`src/rtl/multicycle_ctrl.sv`:
```
// multicycle_ctrl: main control FSM of the multicycle RV32I core.
// Sequences fetch/decode/execute/memory/writeback and drives datapath selects and strobes.
module multicycle_ctrl (
    input  logic       clk,
    input  logic       rst,
    input  logic [6:0] opcode,
    input  logic [2:0] funct3,
    input  logic       alu_zero,
    input  logic       alu_lsb,
    input  logic       mem_ready,
    output logic       pc_we,
    output logic       ir_we,
    output logic       mem_we,
    output logic       rf_we,
    output logic       adr_src,
    output logic [1:0] alu_src_a,
    output logic [1:0] alu_src_b,
    output logic [1:0] alu_ctrl,
    output logic [1:0] result_src,
    output logic [2:0] imm_src,
    output logic       retire,
    output logic       halted,
    output logic       illegal,
    output logic [3:0] state
);
    typedef enum logic [3:0] {
        FETCH, DECODE, MEM_ADDR, MEM_READ, MEM_WB, MEM_WRITE, EXEC_R, EXEC_I,
        ALU_WB, BRANCH, JAL, JALR, JALR_LINK, LUI, HALT
    } state_t;

    localparam logic [6:0] OP_LOAD   = 7'b0000011;
    localparam logic [6:0] OP_STORE  = 7'b0100011;
    localparam logic [6:0] OP_R      = 7'b0110011;
    localparam logic [6:0] OP_IMM    = 7'b0010011;
    localparam logic [6:0] OP_BRANCH = 7'b1100011;
    localparam logic [6:0] OP_JAL    = 7'b1101111;
    localparam logic [6:0] OP_JALR   = 7'b1100111;
    localparam logic [6:0] OP_LUI    = 7'b0110111;
    localparam logic [6:0] OP_AUIPC  = 7'b0010111;
    localparam logic [6:0] OP_FENCE  = 7'b0001111;
    localparam logic [6:0] OP_SYSTEM = 7'b1110011;

    state_t state_q, state_d;
    logic   halted_q, halted_d, illegal_q, illegal_d, taken;
    logic   pc_we_s, ir_we_s, mem_we_s, rf_we_s, retire_s;

    // funct3[0] inverts the sense; funct3[2] selects the SLT-style compare
    assign taken = funct3[2] ? (alu_lsb ^ funct3[0]) : (!funct3[1] && (alu_zero ^ funct3[0]));

    // The immediate is reused after DECODE (address, OP-IMM, JALR, LUI), so decode it always
    assign imm_src = (opcode == OP_STORE)                      ? 3'b001 :
                     (opcode == OP_BRANCH)                     ? 3'b010 :
                     (opcode == OP_LUI || opcode == OP_AUIPC)  ? 3'b011 :
                     (opcode == OP_JAL)                        ? 3'b100 : 3'b000;

    always_comb begin
        state_d    = state_q;
        halted_d   = halted_q;
        illegal_d  = illegal_q;
        pc_we_s    = 1'b0;
        ir_we_s    = 1'b0;
        mem_we_s   = 1'b0;
        rf_we_s    = 1'b0;
        retire_s   = 1'b0;
        adr_src    = 1'b0;
        alu_src_a  = 2'b00;
        alu_src_b  = 2'b00;
        alu_ctrl   = 2'b00;
        result_src = 2'b00;
        case (state_q)
            FETCH: begin
                alu_src_b  = 2'b10;
                result_src = 2'b10;
                ir_we_s    = mem_ready;
                pc_we_s    = mem_ready;
                state_d    = mem_ready ? DECODE : FETCH;
            end
            DECODE: begin
                alu_src_a = 2'b01;
                alu_src_b = 2'b01;
                case (opcode)
                    OP_LOAD, OP_STORE: state_d = MEM_ADDR;
                    OP_R:              state_d = EXEC_R;
                    OP_IMM:            state_d = EXEC_I;
                    OP_JAL:            state_d = JAL;
                    OP_JALR:           state_d = JALR;
                    OP_LUI:            state_d = LUI;
                    OP_AUIPC:          state_d = ALU_WB;
                    OP_BRANCH: begin
                        state_d   = (funct3[2:1] == 2'b01) ? HALT : BRANCH;
                        halted_d  = halted_q || (funct3[2:1] == 2'b01);
                        illegal_d = illegal_q || (funct3[2:1] == 2'b01);
                    end
                    OP_FENCE: begin
                        state_d  = FETCH;
                        retire_s = 1'b1;
                    end
                    OP_SYSTEM: begin
                        state_d   = HALT;
                        halted_d  = 1'b1;
                        illegal_d = funct3 != 3'b000;
                    end
                    default: begin
                        state_d   = HALT;
                        halted_d  = 1'b1;
                        illegal_d = 1'b1;
                    end
                endcase
            end
            MEM_ADDR: begin
                alu_src_a = 2'b10;
                alu_src_b = 2'b01;
                state_d   = opcode[5] ? MEM_WRITE : MEM_READ;
            end
            MEM_READ: begin
                adr_src = 1'b1;
                state_d = mem_ready ? MEM_WB : MEM_READ;
            end
            MEM_WB: begin
                result_src = 2'b01;
                rf_we_s    = 1'b1;
                retire_s   = 1'b1;
                state_d    = FETCH;
            end
            MEM_WRITE: begin
                adr_src  = 1'b1;
                mem_we_s = mem_ready;
                retire_s = mem_ready;
                state_d  = mem_ready ? FETCH : MEM_WRITE;
            end
            EXEC_R: begin
                alu_src_a = 2'b10;
                alu_ctrl  = 2'b10;
                state_d   = ALU_WB;
            end
            EXEC_I: begin
                alu_src_a = 2'b10;
                alu_src_b = 2'b01;
                alu_ctrl  = 2'b10;
                state_d   = ALU_WB;
            end
            ALU_WB: begin
                rf_we_s  = 1'b1;
                retire_s = 1'b1;
                state_d  = FETCH;
            end
            BRANCH: begin
                alu_src_a = 2'b10;
                alu_ctrl  = 2'b01;
                pc_we_s   = taken;
                retire_s  = 1'b1;
                state_d   = FETCH;
            end
            JAL: begin
                pc_we_s   = 1'b1;
                alu_src_a = 2'b01;
                alu_src_b = 2'b10;
                state_d   = ALU_WB;
            end
            JALR: begin
                alu_src_a  = 2'b10;
                alu_src_b  = 2'b01;
                result_src = 2'b10;
                pc_we_s    = 1'b1;
                state_d    = JALR_LINK;
            end
            JALR_LINK: begin
                alu_src_a = 2'b01;
                alu_src_b = 2'b10;
                state_d   = ALU_WB;
            end
            LUI: begin
                alu_src_a = 2'b11;
                alu_src_b = 2'b01;
                state_d   = ALU_WB;
            end
            HALT:    state_d = HALT;
            default: state_d = FETCH;
        endcase
    end

    always_ff @(posedge clk) begin
        if (rst) begin
            state_q   <= FETCH;
            halted_q  <= 1'b0;
            illegal_q <= 1'b0;
        end else begin
            state_q   <= state_d;
            halted_q  <= halted_d;
            illegal_q <= illegal_d;
        end
    end

    assign pc_we   = pc_we_s && !rst;
    assign ir_we   = ir_we_s && !rst;
    assign mem_we  = mem_we_s && !rst;
    assign rf_we   = rf_we_s && !rst;
    assign retire  = retire_s && !rst;
    assign halted  = halted_q;
    assign illegal = illegal_q;
    assign state   = state_q;
endmodule

```
`config.mk`:
```
export PLATFORM = sky130hd
export DESIGN_NAME = multicycle_ctrl
export DESIGN_NICKNAME = d
export VERILOG_FILES = /design/src/rtl/multicycle_ctrl.sv
export SDC_FILE = /design/constraint.sdc
export NUM_CORES = 1
export LEC_CHECK = 0
export ABC_AREA = 1
export ABC_CLOCK_PERIOD_IN_PS = 3550
export CELL_PAD_IN_SITES_DETAIL_PLACEMENT = 1
export CELL_PAD_IN_SITES_GLOBAL_PLACEMENT = 1
export CORE_MARGIN = 4
export CORE_UTILIZATION = 29
export DETAILED_ROUTE_END_ITERATION = 10
export GPL_TIMING_DRIVEN = 1
export PLACE_DENSITY_LB_ADDON = 0.1
export SLEW_MARGIN = 20
export SYNTH_ARGS = -nofsm -noshare
export SYNTH_HDL_FRONTEND = slang
export SYNTH_SLANG_ARGS = --single-unit
```
`constraint.sdc`:
```
create_clock -name clk -period 3.55 [get_ports clk]
set_input_delay 0.71 -clock clk [delete_from_list [all_inputs] [get_ports clk]]
set_output_delay 0.71 -clock clk [all_outputs]
set_load 0.02 [all_outputs]
```
-- Word level (Yosys, flattened, before mapping)
Cells that the tools add are included.
W data, S select, Z words.
- bits in registers: 6
- input bits: 15
- output and inout port bits: 23
- logic and storage cells: 84
- eq/ne operators: 26
- muxes and demuxes: 25
- bitwise operators: 3
- reductions and logical operators: 27
- operators with widths (operator ; number):
    $pmux W4 S9 ; 1
    $pmux W4 S8 ; 1
    $eq A4 B4 Y1 const B ; 7
    $eq A7 B7 Y1 const B ; 4
    $mux W3 ; 8
    $eq A7 B6 Y1 const B ; 3
    $eq A4 B3 Y1 const B ; 4
    $reduce_or A5 Y1 ; 3
    $eq A7 B5 Y1 const B ; 2
    $pmux W2 S2 ; 3
    $reduce_or A2 Y1 ; 6
    $pmux W1 S3 ; 3
    $reduce_or A3 Y1 ; 3
    $reduce_or A9 Y1 ; 1
    $eq A4 B2 Y1 const B ; 2
    $eq A7 B2 Y1 const B ; 1
    $eq A7 B4 Y1 const B ; 1
    $mux W1 ; 7
    $logic_and A1 B1 Y1 ; 6
    $pmux W2 S3 ; 1
    $eq A4 B1 Y1 const B ; 1
    $logic_not A4 Y1 ; 1
    $logic_or A1 B1 Y1 ; 3
    $reduce_bool A3 Y1 ; 1
    6 further kinds ; 8

-- Longest topological paths before layout
- depth after elaboration: 5
- mapped depth: 10
- mapped depth without buffers: 10

-- Least setup slack after synthesis
Ideal clock, no wire load.
- path type: input-to-output
- start: input port opcode[1]
- end: output port imm_src[0]
- arrival time: 1.673 ns
- required time: 2.840 ns
- setup slack: 1.167 ns
- stages on the path: 4
- path buffers: 0
- cells stage by stage: nand2_1 inv_1 nand2_1 o41ai_1
- word-level cells in the longest chain between the ends: 5
- elaborated cells between the ends (all ways): 8
- those cells by class: eq/ne: 4; mux: 3; reduce/logical: 1
- ends and longest elaborated chain (what ; RTL line ; RTL):
    start: declaration ; 6 ; input logic [6:0] opcode,
    $eq A7 B6 Y1 or $eq A7 B5 Y1 (tied branches) ; 53 ; (opcode == OP_LUI || opcode == OP_AUIPC) ? 3'b011 :
    $logic_or A1 B1 Y1 ; 53 ;
    $mux W3 ; 53 ;
    $mux W3 ; 52 ; (opcode == OP_BRANCH) ? 3'b010 :
    $mux W3 (*) ; 51 ; assign imm_src = (opcode == OP_STORE) ? 3'b001 :
    end: declaration ; 20 ; output logic [2:0] imm_src,
Every way passes the cells marked *; elsewhere a longest branch is shown, timed or not.

-- Worst setup path in the final report
- start: input port opcode[2]
- end: output port retire
- word-level cells in the longest chain between the ends: 4
- ends and longest elaborated chain (what ; RTL line ; RTL):
    $eq A7 B4 Y1 ; 81 ; case (opcode)
    $mux W1 ; 81 ;
    $pmux W1 S3 ; 70 ; case (state_q)
    $logic_and A1 B1 Y1 ; 198 ; assign retire = retire_s && !rst;
    end: declaration ; 21 ; output logic retire,
No other way between the ends.

==> run summary <==
In this run the worst hold path is classified as register to register. In the final design database the tool counted 211 nets. The logs give 0 for the number of setup buffers added after CTS and 148 um for the met3 layer wire length in the routed design. In this run the deepest clock path goes through 2 buffers.

The normalized max-slew margin was 69.9%; the total of cells resized after clock tree synthesis was 0. The ratio of routed vias to standard cells is 4.88. When the netlist entered floorplanning its net count stood at 170. In this run, synthesis inferred 0 flip-flops with an integrated enable. Along the worst hold path, the cell count comes to 2. The count of buffers added on input and output ports is 37. The clock net sink count is 6. Element type at the critical path end: an output port.

The average instance area after synthesis works out to 5.55 um^2. The design draws 0.000513 W. Of all nets on the critical path, the largest fanout is 4. After detailed routing, the average wire length per cell comes to 13.4 um. The tools report the share of the core filled with cells in the final layout as 45.8%. Compared with the post-synthesis result, the final layout area differs by 49.3%. The overall global routing resource usage is 16.0%, and the async set or reset register ratio after synthesis is 0%.

The cell taking the most area after synthesis is nand2_1. The first global-routing pass estimated 5290 um of wire. The tools report the detailed-routing iteration count for the pre-antenna-repair pass as 4. The detailed router used layers up to and including met3. After filler insertion, the fill cell instance count of the layout stands at 407. The power density over the cells was 399 mW/mm^2.

The post-layout minimum cycle time is 3.31 ns. The tools report the highest ir drop seen on vdd as 0.378 mV. The max-slew violation count was 0. After global routing the overflow that remains totals 0.

STA classifies the critical path startpoint as an input port. The run finished with clean final reports. The path with the worst hold slack has its endpoint at halted$_SDFFE_PP0P_. The number of antenna violations at the first check in global routing is 0. Buffers inserted during clock tree synthesis total 3. The number of max-cap violations was 0; the fraction of the cycle the final worst path needs was 93.3%. The post-route netlist has 15.5% of its cells at a drive strength greater than 1. For the pin count of the biggest net entering global routing, the log shows 12. The cell area after synthesis is 861 um^2. During synthesis, Yosys emitted a total of 0 warnings. After synthesis, flip-flops and latches occupy 14.0% of the total area.

The number of global-route vias before repair is 1173. The routed design has 3010 um of wire. The run gives 1 as the H-tree depth. The number of standard cells after synthesis was 155.

Core box area: 0.00281 mm^2. Setup total negative slack on the finished layout was measured at 0 ns. Measured along the y axis, the die boundary spans 62.5 um.

nand2_1 is the most common cell in the netlist. The detail route stage leaves a number of antenna-violating nets equal to 0. The first routing iteration left 44 violations.

The area share of the largest cell type after synthesis came out at 16.6%. At the pin with the least slew margin, the transition time is 0.449 ns. Counting flops and latches in the post-synthesis netlist gives 6. The starting utilization of the core area was 30.7%. Predominant post-synthesis flop cell: dfxtp_1. The die is 62.5 um wide. The critical path is of the input port to output port type. Sorting the synthesized cells by how often they occur yields nand2_1, nor2_1, inv_1, nand3_1.

Detailed placement finished with a half-perimeter wire length of 2600 um. After detailed routing, the met2 layer carries 1480 um of wire. Minimum setup slack among reg-to-reg paths: 2.08 ns. Source of the worst hold timing path: halted$_SDFFE_PP0P_. TritonCTS built the clock tree. The worst-case clock skew was 0.00168 ns; the number of remaining DRC errors was 0.

By area the synthesized netlist is led by nand2_1, nor2_1, dfxtp_1. The endpoint of the worst-slack reg-to-reg timing path is state[3]$_SDFF_PP0_. Setup violations remaining at the end of the flow were counted as 0.

The critical path arrival is 2.60 ns, and the count of cells along the worst register-to-register path is 7. The repair_antennas step left the layout with diodes totalling 0. Setup repair after global routing left no endpoint under its margin. The count of final hold-check violations was 0. After clock tree synthesis, the flow added hold-fix buffers numbering 0. In the final layout, flip-flops and latches occupy 120 um^2. After clock tree synthesis, the clock-pin slew on the worst setup and hold paths is 0.05 ns.

The multi-input combinational cells in the finished layout cover a total of 639 um^2. For the detailed-route via count, the log shows 1099. After floorplanning, the core was divided into 19 placement rows. At the worst endpoint, the required time is 2.84 ns. The routability congestion estimate is 0.813.

For the area of the die, the log shows 0.00390 mm^2. For the worst-skew pair, the clock arrives at the later sink with an insertion delay of 0.24 ns. The run gives 27 as the number of unique standard cell types used by synthesis. Summed over all cells, the static leakage comes to 0.602 nW. Static timing analysis puts the maximum clock frequency at 302 MHz. Post-route met1 wirelength: 1370 um.

Clock tree synthesis selected as its root buffer the cell clkbuf_4. The tools report the I/O pin total as 38. The worst register-to-register path begins at state[2]$_SDFF_PP0_.
==> per-stage QoR <==
step                      std cells  setup WS, ns  hold WS, ns  instance area [um^2]
final                           225         0.237        0.467                  1280
after global routing            225         0.117        0.489                  1280
after CTS                       225         0.237        0.473                  1280
after detailed placement        222         0.229        0.465                  1260
after global placement          222         0.336        0.454                  1260
after floorplan                 155          1.17        0.538                   861
==> cells by family after synthesis <==
| kind of cell | synth area share (%) |
|---|---|
| compound gates | 12.6 |
| buf+inv | 11.8 |
| flops | 14.0 |
| simple gates | 61.6 |
==> layer usage <==
layer / GRT usage [%] / vias to the layer above
met5: 0 / -
met2: 28.5 / 28
met4: 2.75 / 0
met3: 4.32 / 0
met1: 19.4 / 503
li1: - / 568
==> power by group <==
group | total [W] | leakage, nW | switching (W) | internal [W]
sequential | 0.0000995 | 0.0492 | 0.0000178 | 0.0000817
clock | 0.0000635 | 0.0138 | 0.0000252 | 0.0000383
combinational | 0.000350 | 0.539 | 0.000203 | 0.000148
==> cell type report <==
class | count | share of cell area (%)
clock buffer | 3 | 1.75
inverter | 23 | 6.72
multi-input combinational | 124 | 49.8
sequential | 6 | 9.35
tap | 31 | 3.02
timing repair buffer | 38 | 29.4
==> how the worst max path moves through the flow <==
stage | start | end
finish | opcode[2] | retire
global route | opcode[2] | retire
CTS | opcode[2] | retire
detailed placement | opcode[2] | retire
global placement | opcode[2] | retire
floorplan | opcode[1] | imm_src[0]
==> critical path: stages <==
cell and delay, ns:
clkdlybuf4s50_1 0.53, nand2_1 0.07, nor2_1 0.18, and2_4 0.22
nand2_1 0.05, a41oi_1 0.19, clkdlybuf4s50_1 0.65
==> cells in the final DEF (no fill, tap or decap), types with 4 or more instances in the layout <==
cell,n
inv_2,6
dfxtp_1,6
clkdlybuf4s50_1,37
o21ai_0,6
nand2_1,38
nand3_1,9
nand2_2,4
inv_1,17
nor2_2,4
nor3_1,4
nor2_1,35
a21oi_1,4
==> registers in the layout, summed over array words and instances, names as in the netlist <==
name	flops
halted	1
state	4
illegal	1
Note: power is estimated with default switching activity, not from simulation.
